`src/rtl/hack_pkg.sv`:
```
// Shared definitions for the Hack CPU core.
// Holds the FSM state encoding, default datapath widths, the instruction
// field bit positions and the jump-condition helper.
package hack_pkg;

  localparam int HACK_DATA_W = 16;
  localparam int HACK_ADDR_W = 15;

  // Instruction field bit positions
  localparam int BIT_CI      = 15;  // 0 = A-instruction, 1 = C-instruction
  localparam int BIT_A       = 12;  // y operand select: 1 = M, 0 = A
  localparam int COMP_HI     = 11;  // comp field zx nx zy ny f no
  localparam int COMP_LO     = 6;
  localparam int DEST_A      = 5;
  localparam int DEST_D      = 4;
  localparam int DEST_M      = 3;
  localparam int JMP_LT      = 2;
  localparam int JMP_EQ      = 1;
  localparam int JMP_GT      = 0;

  typedef enum logic [2:0] {
    FETCH  = 3'd0,
    DECODE = 3'd1,
    MEM_RD = 3'd2,
    EXEC   = 3'd3,
    MEM_WR = 3'd4
  } state_t;

  function automatic logic jump_taken(input logic [2:0] j, input logic zr,
                                      input logic ng);
    return (j[JMP_LT] & ng) | (j[JMP_EQ] & zr) | (j[JMP_GT] & ~zr & ~ng);
  endfunction

endpackage

```
`src/rtl/hack_cpu_core_if.sv`:
```
// Instruction and data memory bus of the Hack CPU core.
// master: the core (drives req/addr/we/wdata, receives ack/rdata).
// slave : the memory system.
interface hack_cpu_core_if #(
  parameter int DATA_W = 16,
  parameter int ADDR_W = 15
) ();
  logic              imem_req;
  logic [ADDR_W-1:0] imem_addr;
  logic              imem_ack;
  logic [DATA_W-1:0] imem_rdata;
  logic              dmem_req;
  logic              dmem_we;
  logic [ADDR_W-1:0] dmem_addr;
  logic [DATA_W-1:0] dmem_wdata;
  logic              dmem_ack;
  logic [DATA_W-1:0] dmem_rdata;

  modport master (
    output imem_req, imem_addr, input imem_ack, imem_rdata,
    output dmem_req, dmem_we, dmem_addr, dmem_wdata,
    input  dmem_ack, dmem_rdata
  );

  modport slave (
    input  imem_req, imem_addr, output imem_ack, imem_rdata,
    input  dmem_req, dmem_we, dmem_addr, dmem_wdata,
    output dmem_ack, dmem_rdata
  );
endinterface

```
`src/rtl/hack_alu.sv`:
```
// Hack ALU, purely combinational.
// Ports: x, y operands; ctrl = {zx, nx, zy, ny, f, no};
//        out result, zr = (out == 0), ng = out negative.
module hack_alu #(
  parameter int WIDTH = 16
) (
  input  logic signed [WIDTH-1:0] x,
  input  logic signed [WIDTH-1:0] y,
  input  logic        [5:0]       ctrl,
  output logic signed [WIDTH-1:0] out,
  output logic                    zr,
  output logic                    ng
);
  logic signed [WIDTH-1:0] xa;
  logic signed [WIDTH-1:0] ya;
  logic signed [WIDTH-1:0] fo;

  always_comb begin
    xa = ctrl[5] ? '0 : x;
    if (ctrl[4]) xa = ~xa;
    ya = ctrl[3] ? '0 : y;
    if (ctrl[2]) ya = ~ya;
    fo = ctrl[1] ? (xa + ya) : (xa & ya);
    out = ctrl[0] ? ~fo : fo;
  end

  assign zr = (out == '0);
  assign ng = out[WIDTH-1];
endmodule

```
`src/rtl/hack_cpu_core.sv`:
```
// Multi-cycle Hack CPU core (FETCH, DECODE, MEM_RD, EXEC, MEM_WR).
// Ports: clk, rst_n (async active-low); bus = instruction/data memory
//        master; pc, a_reg, d_reg = architectural state for debug;
//        instr_done = one-cycle pulse after each instruction commit.
module hack_cpu_core
  import hack_pkg::*;
#(
  parameter int DATA_W = HACK_DATA_W,
  parameter int ADDR_W = HACK_ADDR_W
) (
  input  logic                clk,
  input  logic                rst_n,
  hack_cpu_core_if.master     bus,
  output logic [ADDR_W-1:0]   pc,
  output logic [DATA_W-1:0]   a_reg,
  output logic [DATA_W-1:0]   d_reg,
  output logic                instr_done
);
  state_t state, state_nxt;

  logic [DATA_W-1:0] ir;
  logic [DATA_W-1:0] m_reg;
  logic [DATA_W-1:0] out_q;
  logic              zr_q, ng_q;
  logic [DATA_W-1:0] alu_out;
  logic              alu_zr, alu_ng;
  logic [DATA_W-1:0] res;
  logic              res_zr, res_ng;
  logic              commit, c_commit;
  logic              ir_unused;

  assign ir_unused = ^ir[14:13];

  hack_alu #(.WIDTH(DATA_W)) u_alu (
    .x    (d_reg),
    .y    (ir[BIT_A] ? m_reg : a_reg),
    .ctrl (ir[COMP_HI:COMP_LO]),
    .out  (alu_out),
    .zr   (alu_zr),
    .ng   (alu_ng)
  );

  // Commit from EXEC uses the live ALU result; from MEM_WR the latched one.
  assign res    = (state == EXEC) ? alu_out : out_q;
  assign res_zr = (state == EXEC) ? alu_zr  : zr_q;
  assign res_ng = (state == EXEC) ? alu_ng  : ng_q;

  // Requests are gated by rst_n so they drop the instant reset asserts.
  assign bus.imem_req   = rst_n && (state == FETCH);
  assign bus.imem_addr  = pc;
  assign bus.dmem_req   = rst_n && ((state == MEM_RD) || (state == MEM_WR));
  assign bus.dmem_we    = rst_n && (state == MEM_WR);
  assign bus.dmem_addr  = a_reg[ADDR_W-1:0];
  assign bus.dmem_wdata = out_q;

  always_comb begin
    state_nxt = state;
    commit    = 1'b0;
    c_commit  = 1'b0;
    case (state)
      FETCH:  if (bus.imem_ack) state_nxt = DECODE;
      DECODE: begin
        if (!ir[BIT_CI]) begin
          commit    = 1'b1;
          state_nxt = FETCH;
        end else if (ir[BIT_A]) begin
          state_nxt = MEM_RD;
        end else begin
          state_nxt = EXEC;
        end
      end
      MEM_RD: if (bus.dmem_ack) state_nxt = EXEC;
      EXEC: begin
        if (ir[DEST_M]) begin
          state_nxt = MEM_WR;
        end else begin
          commit    = 1'b1;
          c_commit  = 1'b1;
          state_nxt = FETCH;
        end
      end
      MEM_WR: begin
        if (bus.dmem_ack) begin
          commit    = 1'b1;
          c_commit  = 1'b1;
          state_nxt = FETCH;
        end
      end
      default: state_nxt = FETCH;
    endcase
  end

  always_ff @(posedge clk or negedge rst_n) begin
    if (!rst_n) begin
      state      <= FETCH;
      pc         <= '0;
      a_reg      <= '0;
      d_reg      <= '0;
      ir         <= '0;
      m_reg      <= '0;
      out_q      <= '0;
      zr_q       <= 1'b0;
      ng_q       <= 1'b0;
      instr_done <= 1'b0;
    end else begin
      state      <= state_nxt;
      instr_done <= commit;
      if ((state == FETCH) && bus.imem_ack) ir <= bus.imem_rdata;
      if ((state == MEM_RD) && bus.dmem_ack) m_reg <= bus.dmem_rdata;
      if (state == EXEC) begin
        out_q <= alu_out;
        zr_q  <= alu_zr;
        ng_q  <= alu_ng;
      end
      // Jump target reads a_reg before this same commit overwrites it.
      if (c_commit) begin
        if (ir[DEST_A]) a_reg <= res;
        if (ir[DEST_D]) d_reg <= res;
        pc <= jump_taken(ir[JMP_LT:JMP_GT], res_zr, res_ng)
              ? a_reg[ADDR_W-1:0] : pc + ADDR_W'(1);
      end else if (commit) begin
        a_reg <= DATA_W'(ir[14:0]);
        pc    <= pc + ADDR_W'(1);
      end
    end
  end
endmodule

```
`src/flat_wrapper.sv`:
```
// flat-port wrapper written by rule: the top's interface ports become plain ports
module hack_cpu_core_flat import hack_pkg::*;
#(
  parameter int DATA_W = HACK_DATA_W,
  parameter int ADDR_W = HACK_ADDR_W
)
  (clk, rst_n, pc, a_reg, d_reg, instr_done, bus_imem_req, bus_imem_addr, bus_imem_ack, bus_imem_rdata, bus_dmem_req, bus_dmem_we, bus_dmem_addr, bus_dmem_wdata, bus_dmem_ack, bus_dmem_rdata);
  hack_cpu_core_if #(.DATA_W(DATA_W), .ADDR_W(ADDR_W)) bus_i ();
  input  logic clk;
  input  logic rst_n;
  output logic [ADDR_W-1:0] pc;
  output logic [DATA_W-1:0] a_reg;
  output logic [DATA_W-1:0] d_reg;
  output logic instr_done;
  output wire logic [$bits(bus_i.imem_req)-1:0] bus_imem_req;
  output wire logic [$bits(bus_i.imem_addr)-1:0] bus_imem_addr;
  input wire logic [$bits(bus_i.imem_ack)-1:0] bus_imem_ack;
  input wire logic [$bits(bus_i.imem_rdata)-1:0] bus_imem_rdata;
  output wire logic [$bits(bus_i.dmem_req)-1:0] bus_dmem_req;
  output wire logic [$bits(bus_i.dmem_we)-1:0] bus_dmem_we;
  output wire logic [$bits(bus_i.dmem_addr)-1:0] bus_dmem_addr;
  output wire logic [$bits(bus_i.dmem_wdata)-1:0] bus_dmem_wdata;
  input wire logic [$bits(bus_i.dmem_ack)-1:0] bus_dmem_ack;
  input wire logic [$bits(bus_i.dmem_rdata)-1:0] bus_dmem_rdata;
  assign bus_imem_req = bus_i.imem_req;
  assign bus_imem_addr = bus_i.imem_addr;
  assign bus_i.imem_ack = bus_imem_ack;
  assign bus_i.imem_rdata = bus_imem_rdata;
  assign bus_dmem_req = bus_i.dmem_req;
  assign bus_dmem_we = bus_i.dmem_we;
  assign bus_dmem_addr = bus_i.dmem_addr;
  assign bus_dmem_wdata = bus_i.dmem_wdata;
  assign bus_i.dmem_ack = bus_dmem_ack;
  assign bus_i.dmem_rdata = bus_dmem_rdata;
  hack_cpu_core #(.DATA_W(DATA_W), .ADDR_W(ADDR_W)) u_core (.clk(clk), .rst_n(rst_n), .bus(bus_i), .pc(pc), .a_reg(a_reg), .d_reg(d_reg), .instr_done(instr_done));
endmodule
```
`config.mk`:
```
export PLATFORM = sky130hd
export DESIGN_NAME = hack_cpu_core_flat
export DESIGN_NICKNAME = d
export VERILOG_FILES = /design/src/rtl/hack_pkg.sv /design/src/rtl/hack_cpu_core_if.sv /design/src/rtl/hack_alu.sv /design/src/rtl/hack_cpu_core.sv /design/src/flat_wrapper.sv
export SDC_FILE = /design/constraint.sdc
export NUM_CORES = 1
export LEC_CHECK = 0
export ABC_CLOCK_PERIOD_IN_PS = 5600
export CAP_MARGIN = 15
export CORE_MARGIN = 3
export CORE_UTILIZATION = 53
export CTS_BUF_LIST = sky130_fd_sc_hd__clkbuf_4 sky130_fd_sc_hd__clkbuf_8
export CTS_CLUSTER_DIAMETER = 100
export DETAILED_ROUTE_END_ITERATION = 6
export GPL_ROUTABILITY_DRIVEN = 0
export PLACE_DENSITY = 0.85
export SYNTH_ARGS = -nofsm -noshare
export SYNTH_HDL_FRONTEND = slang
export SYNTH_HIERARCHICAL = 1
export SYNTH_SLANG_ARGS = --single-unit
export TNS_END_PERCENT = 50
```
`constraint.sdc`:
```
create_clock -name clk -period 5.6 [get_ports clk]
set_input_delay 1.12 -clock clk [delete_from_list [all_inputs] [get_ports clk]]
set_output_delay 1.12 -clock clk [all_outputs]
set_load 0.05 [all_outputs]
```
==> results.py <==
metrics = {
    "die": {
        "core-area_sq_um": 12300,
        "ios": 133,
        "die_area_sq_um": 14200,
        "die_h_microns": 119,
        "start_util": 0.554,
        "num_rows": 40,
        "die_w_microns": 119,
    },
    "global_route": {
        "grt_usage": 0.276,
        "grt_pass1_wl_mm": 31.3,
        "antenna_found_initial": 0,
        "grt_overflow": 0,
        "grt_max_degree": 60,
        "grt_pass1_vias": 5901,
    },
    "outcome": {
        "status": "completed",
    },
    "drt": {
        "final_antenna_net_count": 0,
        "wl_per_cell_microns": 19.9,
        "viasPerCell": 6.14,
        "wirelength_mm": 19.6,
        "drt_iter0_markers": 717,
        "first_pass_iters": 6,
        "remaining_drc_errors": 0,
        "vias": 6034,
    },
    "flow_run": {
        "cap_viol_max_count": 0,
    },
    "sta": {
        "final.period_utilization": 0.946,
        "slew_headroom": 0.294,
        "fin_skew_ns": 0.0201,
        "clock.fmax_ghz": 0.189,
        "finalHoldViolations": 0,
        "final-max-slew-violation-count": 0,
        "setup_tns_ns": 0,
        "worst_pin_slew_ns": 1.06,
        "finalCriticalPeriod_ns": 5.30,
        "rsz0062_at_grt": "no",
        "setup_viol": 0,
    },
    "worst_setup_path": {
        "critPathKind": "reg -> reg",
        "cp-end-kind": "register",
        "cp.required_ns": 5.88,
        "worstSetupStartpointType": "register",
        "crit_fanout": 31,
        "r2r_cells": 18,
        "crit_arrival_ns": 5.58,
    },
    "cts": {
        "clock_path_buffers": 2,
        "cts-root-buf": "clkbuf_8",
        "cts_num_sinks": 101,
        "htree_levels": 3,
        "numCtsBuffers": 9,
        "path_clk_slew_ns": 0.11,
        "cts_tree": "done",
        "clk-insertion-delay-late_ns": 0.40,
    },
    "layout": {
        "ff_latch_area_sq_um": 2530,
        "nNetsFinal": 864,
        "diodes": 0,
        "multi_input_area_sq_um": 3740,
        "drive_gt1_frac": 0.128,
        "n_fill_cell": 946,
        "synthToLayoutAreaGrowth_pct": 20.6,
    },
    "synth": {
        "synthFlopType": "dfrtp_1",
        "synthCells": 728,
        "synth_nets": 782,
        "yosysWarnings": 6,
        "synth.distinct_cells": 77,
        "synth-seq-cells": 101,
        "synthesis.area_sq_um": 6800,
        "synth.avg_cell_area_sq_um": 9.34,
        "synth_edf_count": 0,
        "synthArstFlopShare": 1.00,
        "synth_seq_area_share": 0.372,
    },
    "placement": {
        "portBuffers": 132,
        "hpwlAfterDp_mm": 14.3,
    },
    "worst_hold_path": {
        "hp-class": "reg -> reg",
        "holdPathStages": 1,
    },
}
[worst max-delay path, stage by stage (launching register included)]
cell and delay [ns]:
dfrtp_1 0.40, buf_4 0.27, mux2_2 0.36, nand2b_1 0.09, xnor2_1 0.15, ha_1 0.35
a21o_2 0.27, a2111oi_2 0.42, a211oi_1 0.18, or4_1 0.55, nand3_1 0.14, nand4_1 0.15
a2111oi_2 0.60, nor3b_1 0.12, mux2_2 0.32, o31ai_4 0.26, buf_12 0.22, mux2i_1 0.21
o22ai_1 0.11
[path summary, 6_finish.rpt]
kind,slack [ns],endpoint,startpoint
setup / recovery,0.30,u_core/bus.imem_addr[9],u_core/ir[12]
hold / removal,0.51,u_core/ir[14],u_core/ir[14]
hold reg to reg,0.51,u_core/ir[14],u_core/ir[14]
max in group asynchronous,3.75,u_core/m_reg[6],rst_n
setup reg to reg,0.30,u_core/bus.imem_addr[9],u_core/ir[12]
min in group asynchronous,0.70,u_core/ir[3],rst_n
[through the flow]
stage	hold slack [ns]	setup slack (ns)	utilization	instance area, sq um	std cells
3_5_place_dp	0.492	0.380	0.650	7970	965
6_report	0.513	0.305	0.669	8200	983
4_1_cts	0.516	0.286	0.666	8160	981
5_1_grt	0.536	0.000111	0.669	8200	983
3_3_place_gp	0.484	0.608	0.650	7970	965
2_1_floorplan	0.466	0.584	-	6800	728
[routing by layer]
layer  routed length [microns]  share of wire  GRT usage
met4                       748          0.038      0.109
met5                         0              0          0
met3                      1730          0.089     0.0693
met2                      9210           0.47      0.443
met1                      7900           0.40      0.358
[placed cells by master, fill, tap and decap left out, drive strengths merged, types with 3 or more instances in the layout]
| cell type | count |
|---|---|
| a2111oi | 5 |
| mux2i | 27 |
| xnor2 | 50 |
| or2 | 3 |
| nand3b | 3 |
| and3 | 10 |
| o21ai | 46 |
| and2 | 4 |
| a31oi | 6 |
| dfrtp | 101 |
| clkdlybuf4s50 | 131 |
| o211ai | 6 |
| nand3 | 20 |
| or4 | 6 |
| nand2 | 71 |
| or3 | 7 |
| nor3b | 6 |
| o21a | 5 |
| inv | 31 |
| nand2b | 36 |
| buf | 12 |
| o22ai | 3 |
| clkinv | 4 |
| nor2 | 47 |
| a21oi | 29 |
| a21o | 6 |
| nand4 | 7 |
| ha | 17 |
| clkbuf | 10 |
| nor3 | 9 |
| a211oi | 7 |
| mux2 | 48 |
| a2bb2oi | 3 |
| nor4 | 7 |
[synth_stat cells, types with 4 or more instances]
library cell | instances | area, sq um
nor3_1 | 9 | 45.0
or4_1 | 5 | 37.5
nor4_1 | 5 | 31.3
a21oi_1 | 28 | 140
nor2_1 | 47 | 176
a211oi_1 | 5 | 37.5
a21o_1 | 5 | 37.5
xnor2_1 | 50 | 438
o21ai_0 | 40 | 200
or3_1 | 7 | 43.8
buf_1 | 4 | 15.0
o21ai_1 | 5 | 25.0
nor3b_1 | 5 | 37.5
o21a_1 | 5 | 37.5
and3_1 | 10 | 62.6
a31oi_1 | 6 | 37.5
buf_4 | 35 | 263
ha_1 | 17 | 213
o211ai_1 | 5 | 37.5
nand2b_1 | 36 | 225
nand3_1 | 20 | 100
mux2_2 | 48 | 541
and2_1 | 4 | 25.0
nand2_1 | 71 | 267
inv_1 | 27 | 101
buf_2 | 12 | 60.1
clkbuf_1 | 18 | 67.6
nand4_1 | 7 | 43.8
mux2i_1 | 27 | 270
dfrtp_1 | 101 | 2530
[area by class of cell]
class	count	share of cell area
Multi-Input combinational cell	525	0.456
Sequential cell	101	0.308
Timing Repair Buffer	143	0.173
Tap cell	168	0.0256
Clock buffer	10	0.0168
Inverter	30	0.0137
Clock inverter	6	0.00656
[logic make-up after synthesis]
kind of cell	count (synthesis)	share of synthesized area
simple gates	243	0.186
compound gates	137	0.141
buf+inv	102	0.0812
flops	101	0.372
mux	75	0.119
xor+xnor	52	0.0670
fa+ha+maj	18	0.0342
[repair_timing]
item                                    in CTS  in global routing
setup buffers                                0                  0
resized for setup                            0                  3
hold buffers                                 0                  0
endpoints found under the setup margin       0                  8
Power is left out: the tool's default activity adds up to more than one toggle a clock period on the data nets, which glitch-free logic cannot reach.
==> variant, RTL diff (same flow settings) <==
Reset style: synchronous (`rst_n`), changed in one clocked block. Comments in the files are not updated.
--- a/src/rtl/hack_cpu_core.sv
+++ b/src/rtl/hack_cpu_core.sv
@@ -90,7 +90,7 @@
     endcase
   end
 
-  always_ff @(posedge clk or negedge rst_n) begin
+  always_ff @(posedge clk) begin
     if (!rst_n) begin
       state      <= FETCH;
       pc         <= '0;
Formal check against the unedited RTL: differs if rst_n is asserted again (counterexample within 4 cycles, from zero or initial values and one cycle with rst_n low); with rst_n held inactive, the same outputs for 4 cycles.
==> variant against the original RTL <==
- sequential cell count did not move
- cell count grew 11%
- critical path depth did not move
- setup slack got worse by 120 ps
- area after synthesis shrank 3.2%
- design area decreased by 0.64%
- sequential share of layout area shrank 6.0 points
- wire length rose by 5.3%
- largest cell class unchanged
Power is left out: it rests on default switching activity, and per cell area and clock period it moved more than threefold.
==> variant: results (changes against the original RTL) <==
Route
  – Wl on met1: 8.68 mm (+9.9%)
  – Routed len/inst: 18.8 microns (-5.5%)
  – Via density: 5.98 (-2.5%)
  – Metal3 WL: 1.64 mm (-5.2%)
  – DR WL met2: 9.68 mm (+5.1%)
  – Initial DRC Count: 786 (+9.6%)

Synthesis
  – Synth Area in Compound Gates: 0.202 (+0.0617)
  – Synth Area in Adders: 0.0354 (+0.00113)
  – Commonest cells in the netlist: 136 x nand2_1, 101 x dfxtp_1, 67 x a21oi_1, 53 x nor2_1, 48 x xnor2_1
  – Synth Area in XOR/XNOR: 0.0639 (-0.00311)
  – Post-Syn Nets: 889 (+14%)
  – Top post-synthesis cells by area: dfxtp_1 31%, nand2_1 7.8%, xnor2_1 6.4%
  – Register area share after synthesis: 0.307 (-0.0645)
  – Post-synthesis mux area share: 0.0664 (-0.0529)
  – Top_reg_cell synth: dfxtp_1
  – Asr flop ratio synth: 0 (-1.00)

Setup path
  – Reg-to-Reg End: u_core/bus.imem_addr[0]
  – Worst EP arrival: 5710 ps (+130 ps)
  – Crit path largest cell delay: 560 ps (-40 ps)
  – CP max stage cell: or4_4
  – Reg-to-Reg Start: u_core/ir[12]
  – R2R depth: 18 (unchanged)
  – FF-to-FF setup slack: 190 ps (-120 ps)
  – Worst Path Max Fanout: 14 (-55%)

Placement
  – DP Area: 7890 sq um (-1.0%)
  – Pre-CTS WS: 236 ps (-144 ps)
  – Post-DP HPWL: 15.0 mm (+4.4%)

Worst hold path
  – Hold Path End: u_core/ir[14]
  – Min-Delay Path Depth: 2 (+1)
  – Hold Startpoint: u_core/ir[14]

GRT
  – Vias in the first global route: 5873 (-0.47%)
  – Largest net degree at the start of global routing: 90 (+50%)
  – GR Layer Usage met3: 0.0526 (-0.0168)
  – Total GRT Usage: 0.284 (+0.00776)
  – M1 GR Usage: 0.389 (+0.0305)
  – GR Layer Usage met2: 0.453 (+0.00937)
  – First-pass GRT wire length: 31.9 mm (+1.8%)

Layout
  – Nets@finish: 976 (+13%)

Clocking
  – CTS buffer count: 9 (unchanged)
  – Skew-Pair Late Insertion Delay: 380 ps (-20 ps)

STA
  – Max_slew headroom: 0.246 (-0.0486)
  – Min Tclk post-route: 5410 ps (+118 ps)
  – Hold_ws: 465 ps (-48.1 ps)
  – Worst Skew: 14.2 ps (-5.86 ps)

Status
  – Status: finished, final reports clean
## variant: cell types whose count changed in the layout (fill, tap and decap cells not counted), moves of 8 or more
| cell | change |
|---|---|
| o21ai_0 | -27 |
| buf_4 | +20 |
| dfrtp_1 | -101 |
| a22oi_1 | +8 |
| a211oi_1 | +15 |
| mux2_2 | -31 |
| o211ai_1 | +14 |
| inv_1 | -15 |
| a21oi_1 | +39 |
| nand2_1 | +65 |
| dfxtp_1 | +101 |
## variant: layout make-up
cell class                      count  area (sq um)
Multi-Input combinational cell    633          4110
Fill cell                         955          3920
Sequential cell                   101          2020
Timing Repair Buffer              162          1550
Tap cell                          168           210
Clock buffer                        9           124
Clock inverter                      7          82.6
Inverter                           15          56.3
## variant: through the flow
stage                     utilization  cells
after CTS                       0.671   1094
after global routing            0.675   1095
final                           0.675   1095
after global placement          0.654   1078
after detailed placement        0.654   1078
after floorplan                     -    835
## variant: timing repair
action	in CTS	in global routing
resized for setup	0	6
endpoints found under the setup margin	0	6
endpoints found under the hold margin	0	0
